## src/rtl/ifetch_pkg.sv

```systemverilog
// Shared types and constants for the instruction-fetch response path.
// IFETCH_SLV_RANGE_CHK_EN adds a per-entry error bit to the response entry.
package ifetch_pkg;

   localparam int          IFETCH_DW        = 32;
   localparam logic [31:0] ILLEGAL_IR       = 32'h0000_0000;
   localparam int          IFETCH_RSP_DEPTH = 2;

   typedef struct packed {
      logic [IFETCH_DW-1:0] ir;
`ifdef IFETCH_SLV_RANGE_CHK_EN
      logic                 err;
`endif
   } ifetch_rsp_t;

endpackage

```

## src/rtl/ifetch_if.sv

```systemverilog
// Fetch channel between the core fetch unit (master) and the instruction responder (slave).
// Handshakes: a beat transfers on a cycle where vld and rdy are both high; vld holds until then.
interface ifetch_if_t #(
   parameter int AW = 32,
   parameter int DW = 32
);
   logic          req_vld;
   logic          req_rdy;
   logic [AW-1:0] req_pc;
   logic          rsp_vld;
   logic          rsp_rdy;
   logic [DW-1:0] rsp_ir;

   modport master (
      output req_vld, req_pc, rsp_rdy,
      input  req_rdy, rsp_vld, rsp_ir
   );

   modport slave (
      input  req_vld, req_pc, rsp_rdy,
      output req_rdy, rsp_vld, rsp_ir
   );
endinterface

```

## src/rtl/ifetch_rsp_fifo.sv

```systemverilog
// Two-entry response buffer; push and pop in the same cycle are legal even when full.
module ifetch_rsp_fifo
   import ifetch_pkg::*;
(
   input  logic        clk,
   input  logic        rst_n,
   input  logic        push,
   input  ifetch_rsp_t din,
   input  logic        pop,
   output logic [1:0]  cnt,
   output ifetch_rsp_t head
);

   ifetch_rsp_t mem [IFETCH_RSP_DEPTH];
   logic        wr_ptr;
   logic        rd_ptr;
   logic        do_push;
   logic        do_pop;

   assign do_pop  = pop & (cnt != 2'd0);
   // A full buffer still takes a push when the head leaves in the same cycle.
   assign do_push = push & ((cnt != 2'd2) | do_pop);

   always_ff @(posedge clk or negedge rst_n) begin
      if (!rst_n) begin
         wr_ptr <= 1'b0;
         rd_ptr <= 1'b0;
         cnt    <= 2'd0;
         for (int i = 0; i < IFETCH_RSP_DEPTH; i++) begin
            mem[i] <= '0;
         end
      end else begin
         if (do_push) begin
            mem[wr_ptr] <= din;
            wr_ptr      <= ~wr_ptr;
         end
         if (do_pop) begin
            rd_ptr <= ~rd_ptr;
         end
         cnt <= cnt + 2'(do_push) - 2'(do_pop);
      end
   end

   assign head = mem[rd_ptr];

endmodule

```

## src/rtl/ifetch_sram_slv.sv

```systemverilog
// Instruction-fetch responder: reads one word per accepted PC from a 1-cycle SRAM, returns in order.
// IFETCH_SLV_RANGE_CHK_EN: out-of-window PCs skip the SRAM and return ILLEGAL_IR.
module ifetch_sram_slv
   import ifetch_pkg::*;
#(
   parameter int            AW    = 32,
   parameter int            DW    = 32,
   parameter int            DEPTH = 1024,
   parameter logic [AW-1:0] BASE  = 32'h0000_0000
) (
   input  logic                     clk,
   input  logic                     rst_n,
   ifetch_if_t.slave                ifetch,
   output logic                     sram_ce,
   output logic [$clog2(DEPTH)-1:0] sram_addr,
   input  logic [DW-1:0]            sram_rdata
);

   localparam int IW = $clog2(DEPTH);

   logic          req_hsk;
   logic          rsp_hsk;
   logic [AW-1:0] off;
   logic [IW-1:0] word_idx;
   logic          in_range;
   logic          pend;
   logic          pend_err;
   logic [1:0]    cnt;
   logic          push;
   logic          pop;
   ifetch_rsp_t   ret;
   ifetch_rsp_t   head;
   logic          unused_off;

   assign off        = ifetch.req_pc - BASE;
   assign word_idx   = off[IW+1:2];
   assign unused_off = ^{off[1:0], off[AW-1:IW+2]};

`ifdef IFETCH_SLV_RANGE_CHK_EN
   localparam logic [AW:0] LIMIT = (AW+1)'(4 * DEPTH);
   // PCs below BASE wrap to huge offsets, so one unsigned compare covers both bounds.
   assign in_range = ({1'b0, off} < LIMIT);
`else
   assign in_range = 1'b1;
`endif

   // Credit covers buffered entries plus the read still on its way back from the SRAM.
   assign ifetch.req_rdy = (({1'b0, cnt} + {2'b00, pend}) < 3'd2);
   assign req_hsk        = ifetch.req_vld & ifetch.req_rdy;

   assign sram_ce   = req_hsk & in_range;
   assign sram_addr = sram_ce ? word_idx : '0;

   always_ff @(posedge clk or negedge rst_n) begin
      if (!rst_n) begin
         pend     <= 1'b0;
         pend_err <= 1'b0;
      end else begin
         pend     <= req_hsk;
         pend_err <= req_hsk & ~in_range;
      end
   end

   always_comb begin
      ret    = '0;
      ret.ir = sram_rdata;
`ifdef IFETCH_SLV_RANGE_CHK_EN
      ret.err = pend_err;
`endif
   end

   assign ifetch.rsp_vld = (cnt != 2'd0) | pend;
   assign rsp_hsk        = ifetch.rsp_vld & ifetch.rsp_rdy;

   // Returning data skips the buffer only when it is bypassed and consumed at once.
   assign push = pend & ~((cnt == 2'd0) & rsp_hsk);
   assign pop  = rsp_hsk & (cnt != 2'd0);

   ifetch_rsp_fifo u_rsp_fifo (
      .clk   (clk),
      .rst_n (rst_n),
      .push  (push),
      .din   (ret),
      .pop   (pop),
      .cnt   (cnt),
      .head  (head)
   );

   always_comb begin
      ifetch.rsp_ir = '0;
      if (cnt != 2'd0) begin
         ifetch.rsp_ir = head.ir;
`ifdef IFETCH_SLV_RANGE_CHK_EN
         if (head.err) ifetch.rsp_ir = ILLEGAL_IR;
`endif
      end else if (pend) begin
         ifetch.rsp_ir = ret.ir;
`ifdef IFETCH_SLV_RANGE_CHK_EN
         if (pend_err) ifetch.rsp_ir = ILLEGAL_IR;
`endif
      end
   end

endmodule

```

## src/flat_wrapper.sv

```systemverilog
// flat-port wrapper written by rule: the top's interface ports become plain ports
module ifetch_sram_slv_flat import ifetch_pkg::*;
#(
   parameter int            AW    = 32,
   parameter int            DW    = 32,
   parameter int            DEPTH = 1024,
   parameter logic [AW-1:0] BASE  = 32'h0000_0000
)
  (clk, rst_n, sram_ce, sram_addr, sram_rdata, ifetch_req_vld, ifetch_req_pc, ifetch_rsp_rdy, ifetch_req_rdy, ifetch_rsp_vld, ifetch_rsp_ir);
  ifetch_if_t #(.AW(AW), .DW(DW)) ifetch_i ();
  input  logic clk;
  input  logic rst_n;
  output logic sram_ce;
  output logic [$clog2(DEPTH)-1:0] sram_addr;
  input  logic [DW-1:0] sram_rdata;
  input wire logic [$bits(ifetch_i.req_vld)-1:0] ifetch_req_vld;
  input wire logic [$bits(ifetch_i.req_pc)-1:0] ifetch_req_pc;
  input wire logic [$bits(ifetch_i.rsp_rdy)-1:0] ifetch_rsp_rdy;
  output wire logic [$bits(ifetch_i.req_rdy)-1:0] ifetch_req_rdy;
  output wire logic [$bits(ifetch_i.rsp_vld)-1:0] ifetch_rsp_vld;
  output wire logic [$bits(ifetch_i.rsp_ir)-1:0] ifetch_rsp_ir;
  assign ifetch_i.req_vld = ifetch_req_vld;
  assign ifetch_i.req_pc = ifetch_req_pc;
  assign ifetch_i.rsp_rdy = ifetch_rsp_rdy;
  assign ifetch_req_rdy = ifetch_i.req_rdy;
  assign ifetch_rsp_vld = ifetch_i.rsp_vld;
  assign ifetch_rsp_ir = ifetch_i.rsp_ir;
  ifetch_sram_slv #(.AW(AW), .DW(DW), .DEPTH(DEPTH), .BASE(BASE)) u_core (.clk(clk), .rst_n(rst_n), .ifetch(ifetch_i), .sram_ce(sram_ce), .sram_addr(sram_addr), .sram_rdata(sram_rdata));
endmodule
```

## config.mk

```make
export PLATFORM = sky130hd
export DESIGN_NAME = ifetch_sram_slv_flat
export DESIGN_NICKNAME = d
export VERILOG_FILES = /design/src/rtl/ifetch_pkg.sv /design/src/rtl/ifetch_if.sv /design/src/rtl/ifetch_rsp_fifo.sv /design/src/rtl/ifetch_sram_slv.sv /design/src/flat_wrapper.sv
export SDC_FILE = /design/constraint.sdc
export NUM_CORES = 1
export LEC_CHECK = 0
export ABC_AREA = 0
export BUFFER_PORTS_ARGS = -buffer_cell sky130_fd_sc_hd__clkbuf_2
export CORE_ASPECT_RATIO = 1.2
export CORE_MARGIN = 2
export CORE_UTILIZATION = 30
export CTS_CLUSTER_SIZE = 24
export DETAILED_ROUTE_END_ITERATION = 12
export PLACE_DENSITY_LB_ADDON = 0.15
export SETUP_SLACK_MARGIN = 0.1
export SLEW_MARGIN = 25
export SYNTH_ARGS = -nofsm -noshare
export SYNTH_HDL_FRONTEND = slang
export SYNTH_SLANG_ARGS = --single-unit
```

## constraint.sdc

```tcl
create_clock -name clk -period 1.65 [get_ports clk]
set_input_delay 0.165 -clock clk [delete_from_list [all_inputs] [get_ports clk]]
set_output_delay 0.165 -clock clk [all_outputs]
set_load 0.01 [all_outputs]
```

==> results_dict.tcl, run 1 <==
set metrics [dict create \
    synth-seq-cells 69 \
    gp_congestion 0.690 \
    clockBufferDepth 2 \
    rsz0062_at_grt "true" \
    diodes 0 \
    finalClockSkew_ns 0.00662 \
    area_growth_pct 57.4 \
    max_freq_ghz 0.558 \
    cp-end-kind "primary output" \
    synth_fa_ha_area_share_pct 0.726 \
    viasPerCell 4.88 \
    cts_tree "yes" \
    outcome "complete, but fails checks" \
    drive_gt1_share_pct 66.1 \
    crit_type "register to primary output" \
    tightestPinTransition_ns 0.362 \
    ys_dominant_reg_cell "dfrtp_1" \
    vias 2737 \
    leakagePower_nw 2.57 \
    postLayoutCoreUtil_pct 48.9 \
    yosysWarnings 0 \
    htreeDepth 3 \
    overflow 0 \
    drv_cap 0 \
    clk_latency_ns 0.33 \
    cts.sinks 69 \
    final-setup-viol-count 81 \
    wl_per_cell_um 17.4 \
    io_pins 113 \
    grt_usage_pct 15.3 \
    design.core.area_um2 11100 \
    drtIter0Drc 68 \
    die_area_um2 12400 \
    die_w_um 102 \
    yosys.area_share.simple_pct 7.30 \
    fin_hold_ws_ns 0.0951 \
    fin_crit_sh_pct 109 \
    p_total_mw 11.8 \
    clockRootBuffer "clkbuf_16" \
    nets 474 \
    worst_slack_ns -0.142 \
    violations "negative setup slack" \
    grt_max_degree 57 \
    drc 0 \
    synth-compound-area-share_pct 6.03 \
    synth_edf_count 0 \
    synth_fp_nets 349 \
    power_density_nw_per_um2 2170 \
    cp.arrival_ns 1.63 \
    finalSetupTns_ns -7.53 \
    fin_crit_ns 1.79 \
    routed_wl_mm 9.78 \
    grt_pass1_vias 2736 \
    syn_area_per_cell_um2 12.3 \
    maxSlewHeadroom_pct 75.9 \
    min_path_type "primary input to register" \
    mostFrequentLayoutCell "dfrtp_1" \
    cts_made_buffers 9 \
    antenna_found_initial 0 \
    std_cell_rows 42 \
    antenna_left 0 \
    ir_drop_mv 0.786 \
    finalHoldViolCount 0 \
    synth_top_family_by_area "multiplexers" \
    critPathMaxFanout 8 \
    place_inst 516 \
    final_cell_mix "dfrtp_1, clkbuf_2, mux2_2" \
    cts.clk_slew.worst_paths_ns 0.06 \
    synthXorXnorAreaFrac_pct 1.49 \
    dp_hpwl_mm 5.16 \
    fillers 1013 \
    dr.pass1.iters 6 \
    startpoint_type "register" \
    grt_first_pass_wirelength_mm 14.3 \
    floorplan.initialDensity_pct 31.1 \
    postSynth.asyncResetShare_pct 100 \
    ys_seq_area_share_pct 50.1 \
    synthCells 279 \
    netlist_area_um2 3440 \
    portBuffers 90 \
    die_h_um 121 \
    finalMaxSlewViolations 0 \
    fin_cells 561 \
    cp_data_required_time_ns 1.48 \
    synth.area.mux_share_pct 30.2 \
    ys_types 23 \
]
[report_power, final]
group | internal [mW] | switching (mW) | leakage (nW)
Sequential | 2.58 | 0.459 | 0.819
Combinational | 3.83 | 2.98 | 1.61
Clock | 1.23 | 0.680 | 0.145
Total | 7.64 | 4.12 | 2.57
[area by class of cell]
class	instances	area, µm²	area share, %
Clock buffer	12	256	4.73
Clock inverter	2	35.0	0.646
Inverter	1	3.75	0.0693
Multi-Input combinational cell	186	1920	35.4
Sequential cell	69	1730	31.9
Tap cell	154	193	3.55
Timing Repair Buffer	137	1280	23.7
[sequential cells by signal, indices dropped and copies added, names as in the netlist]
name	flops
u_core.pend	1
u_core.u_rsp_fifo.cnt	2
u_core.u_rsp_fifo.mem	64
u_core.u_rsp_fifo.rd_ptr	1
u_core.u_rsp_fifo.wr_ptr	1
[kinds of logic after synthesis]
| logic type | count (synthesis) |
|---|---|
| mux | 96 |
| xor+xnor | 5 |
| flops | 69 |
| fa+ha+maj | 2 |
| simple gates | 47 |
| compound gates | 36 |
| buf+inv | 24 |
[metal layers]
metal	track usage [%]	routed length [µm]
met1	20.0	4250
met3	3.34	352
met5	0	0
met2	24.6	5020
met4	6.33	153
[worst paths after layout]
path / startpoint / cells past startpoint / slack, ns / endpoint
worst min register to register: u_core.u_rsp_fifo.mem[34]$_DFFE_PN0P_ / 1 / 0.50 / u_core.u_rsp_fifo.mem[34]$_DFFE_PN0P_
max in group asynchronous: rst_n / 3 / 0.74 / u_core.u_rsp_fifo.mem[40]$_DFFE_PN0P_
worst max-delay path: u_core.u_rsp_fifo.cnt[1]$_DFF_PN0_ / 7 / -0.14 / ifetch_rsp_ir[15]
worst max register to register: u_core.u_rsp_fifo.cnt[1]$_DFF_PN0_ / 7 / -0.11 / u_core.u_rsp_fifo.mem[39]$_DFFE_PN0P_
min in group asynchronous: rst_n / 2 / 0.27 / u_core.u_rsp_fifo.mem[25]$_DFFE_PN0P_
worst min-delay path: sram_rdata[26] / 2 / 0.1 / u_core.u_rsp_fifo.mem[26]$_DFFE_PN0P_
[stage by stage]
stage / cell area, µm² / setup WS, ns
after global placement: 4170 / 0.00975
after detailed placement: 4170 / 0.00440
after floorplan: 3450 / -0.0472
after global routing: 5420 / -0.192
after CTS: 4970 / -0.109
final: 5420 / -0.142
[worst max-delay path: stages, from the launching register on]
cell	delay, ns
dfrtp_1	0.39
buf_6	0.13
nor2_4	0.15
buf_12	0.16
buf_12	0.12
clkbuf_16	0.16
o21ai_2	0.06
buf_2	0.14
[synthesized netlist by cell type (2+ instances only)]
cell type | instances | area, µm²
dfrtp_1 | 69 | 1730
mux2_2 | 60 | 676
o21ai_0 | 33 | 165
mux2i_1 | 32 | 320
nand3_1 | 32 | 160
and3_1 | 10 | 62.6
clkbuf_1 | 7 | 26.3
buf_6 | 6 | 67.6
buf_1 | 5 | 18.8
buf_2 | 5 | 25.0
mux2_1 | 4 | 45.0
xnor2_1 | 3 | 26.3
ha_1 | 2 | 25.0
nor2b_1 | 2 | 12.5
[repair_timing]
action / 4_1_cts / 5_1_grt
hold buffers: 1 / 0
endpoints found under the hold margin: 13 / 0
setup buffers: 14 / 2
setup endpoints to repair: 75 / 111
gates cloned: 6 / 9
resized for setup: 82 / 93
pin swaps: 5 / 27
(Power assumes the default switching activity.)
==> run 2, diff against run 1 <==
==> constraint.sdc (replaced) <==
create_clock -name clk -period 1.65 [get_ports clk]
set_input_delay 0.165 -clock clk [delete_from_list [all_inputs] [get_ports clk]]
set_output_delay 0.165 -clock clk [all_outputs]
set_load 0.02 [all_outputs]
==> results_dict.tcl, run 2 (same netlist as run 1, synthesis figures left out) <==
set metrics [dict create \
    diodes 0 \
    die_h_um 121 \
    dp_hpwl_mm 5.42 \
    drv_cap 0 \
    finalSetupTns_ns -12.52 \
    cts.sinks 69 \
    routed_wl_mm 9.74 \
    overflow 0 \
    regMostFlops "u_core.u_rsp_fifo.mem" \
    outcome "complete, but fails checks" \
    final-setup-viol-count 109 \
    dr.pass1.iters 4 \
    drc 0 \
    rr_startpoint "u_core.u_rsp_fifo.cnt[1]$_DFF_PN0_" \
    grt_pass1_vias 2766 \
    rsz0062_at_grt "true" \
    startpoint_type "register" \
    critPathMaxFanout 8 \
    postLayoutCoreUtil_pct 49.3 \
    r2r_setup_slack_ns -0.15 \
    p_total_mw 12.8 \
    wl_per_cell_um 17.6 \
    cp.arrival_ns 1.67 \
    endpoint "ifetch_rsp_ir[24]" \
    tightestPinTransition_ns 0.416 \
    floorplan.initialDensity_pct 31.1 \
    fin_crit_ns 1.83 \
    clk_latency_ns 0.33 \
    drive_gt1_share_pct 60.7 \
    viasPerCell 4.84 \
    clockRootBuffer "clkbuf_16" \
    fin_crit_sh_pct 111 \
    mostFrequentLayoutCell "dfrtp_1" \
    design.core.area_um2 11100 \
    portBuffers 90 \
    vias 2677 \
    gp_congestion 0.715 \
    drtIter0Drc 86 \
    cts_tree "yes" \
    finalHoldViolCount 0 \
    largestRegisters "u_core.u_rsp_fifo.mem: 64 flops, u_core.u_rsp_fifo.cnt: 2 flops" \
    reg2reg_depth 7 \
    worst_slack_ns -0.183 \
    final_cell_mix "dfrtp_1, mux2_4, clkbuf_2" \
    power_density_nw_per_um2 2330 \
    area_growth_pct 58.8 \
    finalClockSkew_ns 0.00396 \
    largest_register_ff_count 64 \
    nets 466 \
    leakagePower_nw 2.67 \
    ir_drop_mv 0.888 \
    antenna_found_initial 0 \
    timing.rr.end "u_core.u_rsp_fifo.mem[17]$_DFFE_PN0P_" \
    finalMaxSlewViolations 0 \
    htreeDepth 3 \
    violations "negative setup slack" \
    std_cell_rows 42 \
    worstSetupStartpoint "u_core.u_rsp_fifo.cnt[1]$_DFF_PN0_" \
    io_pins 113 \
    cp_data_required_time_ns 1.48 \
    grt_first_pass_wirelength_mm 14.8 \
    grt_usage_pct 16.1 \
    cts_made_buffers 9 \
    crit_type "register to primary output" \
    die_w_um 102 \
    min_path_type "primary input to register" \
    clockBufferDepth 2 \
    antenna_left 0 \
    fillers 981 \
    fin_hold_ws_ns 0.0975 \
    cp-end-kind "primary output" \
    maxSlewHeadroom_pct 72.2 \
    grt_max_degree 33 \
    die_area_um2 12400 \
    cts.clk_slew.worst_paths_ns 0.05 \
    max_freq_ghz 0.546 \
]
-- run 2: cell count changes in the layout (fill, tap and decap cells not counted), moves of 5 or more --
cell	delta
clkbuf_8	+15
nand3_1	+8
clkbuf_16	-7
o21ai_2	-5
buf_6	+6
mux2_4	+31
buf_4	+10
nand3_2	-8
clkbuf_2	-6
mux2_2	-31
buf_2	-30
-- run 2: worst min path at each step --
stage / start / to / slack, ns / depth (start not counted)
2_1_floorplan: rst_n / u_core.pend$_DFF_PN0_ / -0.13 / 0
3_3_place_gp: rst_n / u_core.u_rsp_fifo.mem[54]$_DFFE_PN0P_ / 0.11 / 1
3_5_place_dp: rst_n / u_core.u_rsp_fifo.mem[54]$_DFFE_PN0P_ / 0.12 / 1
4_1_cts: sram_rdata[5] / u_core.u_rsp_fifo.mem[37]$_DFFE_PN0P_ / 0.08 / 2
5_1_grt: sram_rdata[23] / u_core.u_rsp_fifo.mem[23]$_DFFE_PN0P_ / 0.10 / 2
6_report: sram_rdata[23] / u_core.u_rsp_fifo.mem[23]$_DFFE_PN0P_ / 0.1 / 2
-- run 2: cell type report --
type	instances	area (µm²)	share of cell area (%)
clock buffer	11	233	4.26
inverter	1	3.75	0.0686
clock inverter	3	15.0	0.275
tap	154	193	3.52
sequential	69	1730	31.6
multi-input combinational	186	1950	35.7
timing repair buffer	129	1340	24.5
-- run 2: per-stage QoR --
stage | setup WS (ns) | cell area, µm² | instances
2_1_floorplan | -0.0472 | 3450 | 279
5_1_grt | -0.250 | 5470 | 553
6_report | -0.183 | 5470 | 553
4_1_cts | -0.186 | 5170 | 552
3_5_place_dp | -0.0570 | 4180 | 519
3_3_place_gp | 0.00746 | 4180 | 519
-- run 2: report_power, final --
group,internal (mW),switching [mW],leakage (nW)
logic,4.46,3.57,1.72
clock network,0.991,0.656,0.125
registers,2.58,0.495,0.821
-- run 2: layer usage --
metal	vias up	GRT usage (%)	part of all wire [%]
met5	-	0	0
met4	0	6.00	1.1
met3	7	2.94	4.3
met2	71	27.2	52
met1	1344	20.5	43
li1	1255	-	-
-- run 2: worst max-delay path, stage by stage, from the launching register on --
cell	delay, ns
dfrtp_1	0.38
buf_6	0.12
nor2_4	0.12
buf_12	0.15
buf_12	0.12
buf_16	0.13
nand3_2	0.07
o21ai_1	0.08
buf_4	0.16
-- run 2: what timing repair did --
action / in CTS / in global routing
hold endpoints to repair: 11 / 0
setup endpoints to repair: 78 / 111
resized for setup: 112 / 107
pin swaps: 6 / 6
gates cloned: 7 / 1
buffers inserted: 11 / 1
hold buffers: 1 / 0
==> run 3, diff against run 2 <==
Settings changed: SYNTH_HIERARCHICAL from default to 1.
==> results_dict.tcl, run 3 <==
set metrics [dict create \
    outcome "complete, but fails checks" \
    violations "negative setup slack" \
    antenna_found_initial 0 \
    vias 2924 \
    largestRegisters "u_core/u_rsp_fifo/mem: 64 flops, u_core/u_rsp_fifo/cnt: 2 flops" \
    area_growth_pct 48.8 \
    finalClockSkew_ns 0.00488 \
    synth_top_cell_by_area "dfrtp_1" \
    cts_made_buffers 9 \
    grt_usage_pct 15.6 \
    rr_startpoint "u_core/u_rsp_fifo/cnt[1]$_DFF_PN0_" \
    routed_wl_mm 9.97 \
    cts.clk_slew.worst_paths_ns 0.05 \
    cts_tree "yes" \
    clockBufferDepth 2 \
    regMostFlops "u_core/u_rsp_fifo/mem" \
    maxSlewHeadroom_pct 72.6 \
    min_path_type "primary input to register" \
    fillers 1157 \
    rsz0062_at_grt "true" \
    tightestPinTransition_ns 0.411 \
    synth_area_leaders "dfrtp_1, mux2_2, o21ai_0" \
    ir_drop_mv 0.958 \
    postLayoutCoreUtil_pct 45.5 \
    startpoint_type "register" \
    ys_seq_area_share_pct 47.1 \
    grt_max_degree 35 \
    mostFrequentLayoutCell "mux2_2" \
    worstSetupStartpoint "u_core/u_rsp_fifo/cnt[1]$_DFF_PN0_" \
    critPathMaxFanout 3 \
    die_w_um 105 \
    finalMaxSlewViolations 0 \
    drv_cap 0 \
    cp-end-kind "register" \
    portBuffers 90 \
    place_ws_ns -0.436 \
    multi_input_area_um2 2010 \
    io_pins 113 \
    final-setup-viol-count 110 \
    std_cell_rows 44 \
    antenna_left 0 \
    diodes 0 \
    ys_types 25 \
    yosysWarnings 6 \
    syn_area_per_cell_um2 11.3 \
    leakagePower_nw 2.39 \
    postSynth.asyncResetShare_pct 100 \
    netlist_area_um2 3670 \
    cp_data_required_time_ns 1.90 \
    drive_gt1_share_pct 63.5 \
    synth-seq-cells 69 \
    clk_latency_ns 0.33 \
    crit_type "register to register" \
    hold_start "sram_rdata[21]" \
    ys_dominant_reg_cell "dfrtp_1" \
    nets 520 \
    fin_crit_ns 1.95 \
    p_total_mw 12.5 \
    yosysTopAreaCellShare_pct 47.1 \
    wl_per_cell_um 16.2 \
    fin_cells 616 \
    synth.most_common_cell "mux2_2" \
    cp.arrival_ns 2.20 \
    largest_register_ff_count 64 \
    clockRootBuffer "clkbuf_16" \
    die_h_um 125 \
    grt_pass1_vias 3059 \
    final_cell_mix "mux2_2, dfrtp_1, clkbuf_2" \
    drc 0 \
    htreeDepth 3 \
    floorplan.initialDensity_pct 30.6 \
    viasPerCell 4.75 \
    finalHoldViolCount 0 \
    max_freq_ghz 0.513 \
    worst_slack_ns -0.299 \
    fin_crit_sh_pct 118 \
    synth_common_cells "mux2_2, dfrtp_1, o21ai_0" \
    synth_edf_count 0 \
    design.core.area_um2 12000 \
    place_inst 575 \
    synthCells 325 \
    gp_congestion 0.685 \
    dr.pass1.iters 4 \
    power_density_nw_per_um2 2300 \
    synth_fp_nets 395 \
    die_area_um2 13100 \
    final-seq-area_um2 1730 \
    cts.sinks 69 \
    dp_hpwl_mm 6.06 \
    drtIter0Drc 78 \
    overflow 0 \
    grt_first_pass_wirelength_mm 16.0 \
]
[run 3: what timing repair did]
| action | 4_1_cts | 5_1_grt |
|---|---|---|
| endpoints found under the hold margin | 47 | 0 |
| gates cloned | 5 | 2 |
| buffers inserted | 15 | 6 |
| hold buffers | 1 | 0 |
| setup endpoints to repair | 112 | 112 |
| pin swaps | 8 | 12 |
| resized for setup | 76 | 94 |
[run 3: stage by stage]
stage,TNS (ns),hold slack [ns],instance area [µm²]
global route,-29.75,0.0965,5460
global placement,-17.94,0.0614,4430
finish,-20.26,0.0972,5460
detailed placement,-19.57,0.0605,4430
floorplan,-19.99,-0.131,3710
CTS,-22.96,0.0856,5210
[run 3: worst max-delay path: stages, from the launching register on]
cell and delay (ns):
dfrtp_1 0.38, or2_4 0.25, and2_4 0.14, or3b_4 0.39
nand2_4 0.08, ha_4 0.19, inv_2 0.06, ha_4 0.12
xnor2_2 0.11, xnor2_1 0.14
[run 3: cells by family after synthesis]
family                   count (synthesis)  share of synthesized area, %
XOR/XNOR                                 4                         0.955
adder cells (fa/ha/maj)                  2                         0.682
buffers and inverters                   27                          5.08
AND/OR/NAND/NOR                         56                          7.37
flip-flops                              69                          47.1
multiplexers                            92                          28.5
AO/OA/AOI/OAI                           75                          10.4
[run 3: where the power goes]
| part | leakage, nW | switching (mW) | internal, mW |
|---|---|---|---|
| Combinational | 1.42 | 3.63 | 4.00 |
| Sequential | 0.823 | 0.431 | 2.57 |
| Clock | 0.143 | 0.691 | 1.21 |
| Total | 2.39 | 4.75 | 7.78 |
[run 3: metal layers]
metal / GRT usage, % / part of all wire, % / routed length (µm)
met1: 19.5 / 43 / 4270
met4: 6.59 / 2.1 / 214
met5: 0 / 0 / 0
met2: 26.5 / 52 / 5150
met3: 2.55 / 3.4 / 335
[run 3: worst paths after layout]
| kind | endpoint | slack [ns] | depth (start not counted) |
|---|---|---|---|
| worst max register to register | u_core/u_rsp_fifo/cnt[1]$_DFF_PN0_ | -0.30 | 9 |
| worst min register to register | u_core/u_rsp_fifo/mem[21]$_DFFE_PN0P_ | 0.50 | 2 |
| min in group asynchronous | u_core/u_rsp_fifo/cnt[1]$_DFF_PN0_ | 0.25 | 2 |
| worst min-delay path | u_core/u_rsp_fifo/mem[53]$_DFFE_PN0P_ | 0.1 | 3 |
| max in group asynchronous | u_core/u_rsp_fifo/mem[46]$_DFFE_PN0P_ | 0.83 | 3 |
| worst max-delay path | u_core/u_rsp_fifo/cnt[1]$_DFF_PN0_ | -0.30 | 9 |
[run 3: layout make-up]
cell class,instances,area share [%]
timing repair buffer,139,22.4
clock inverter,4,0.871
inverter,1,0.0688
clock buffer,12,4.52
tap,161,3.69
sequential,69,31.7
multi-input combinational,230,36.8
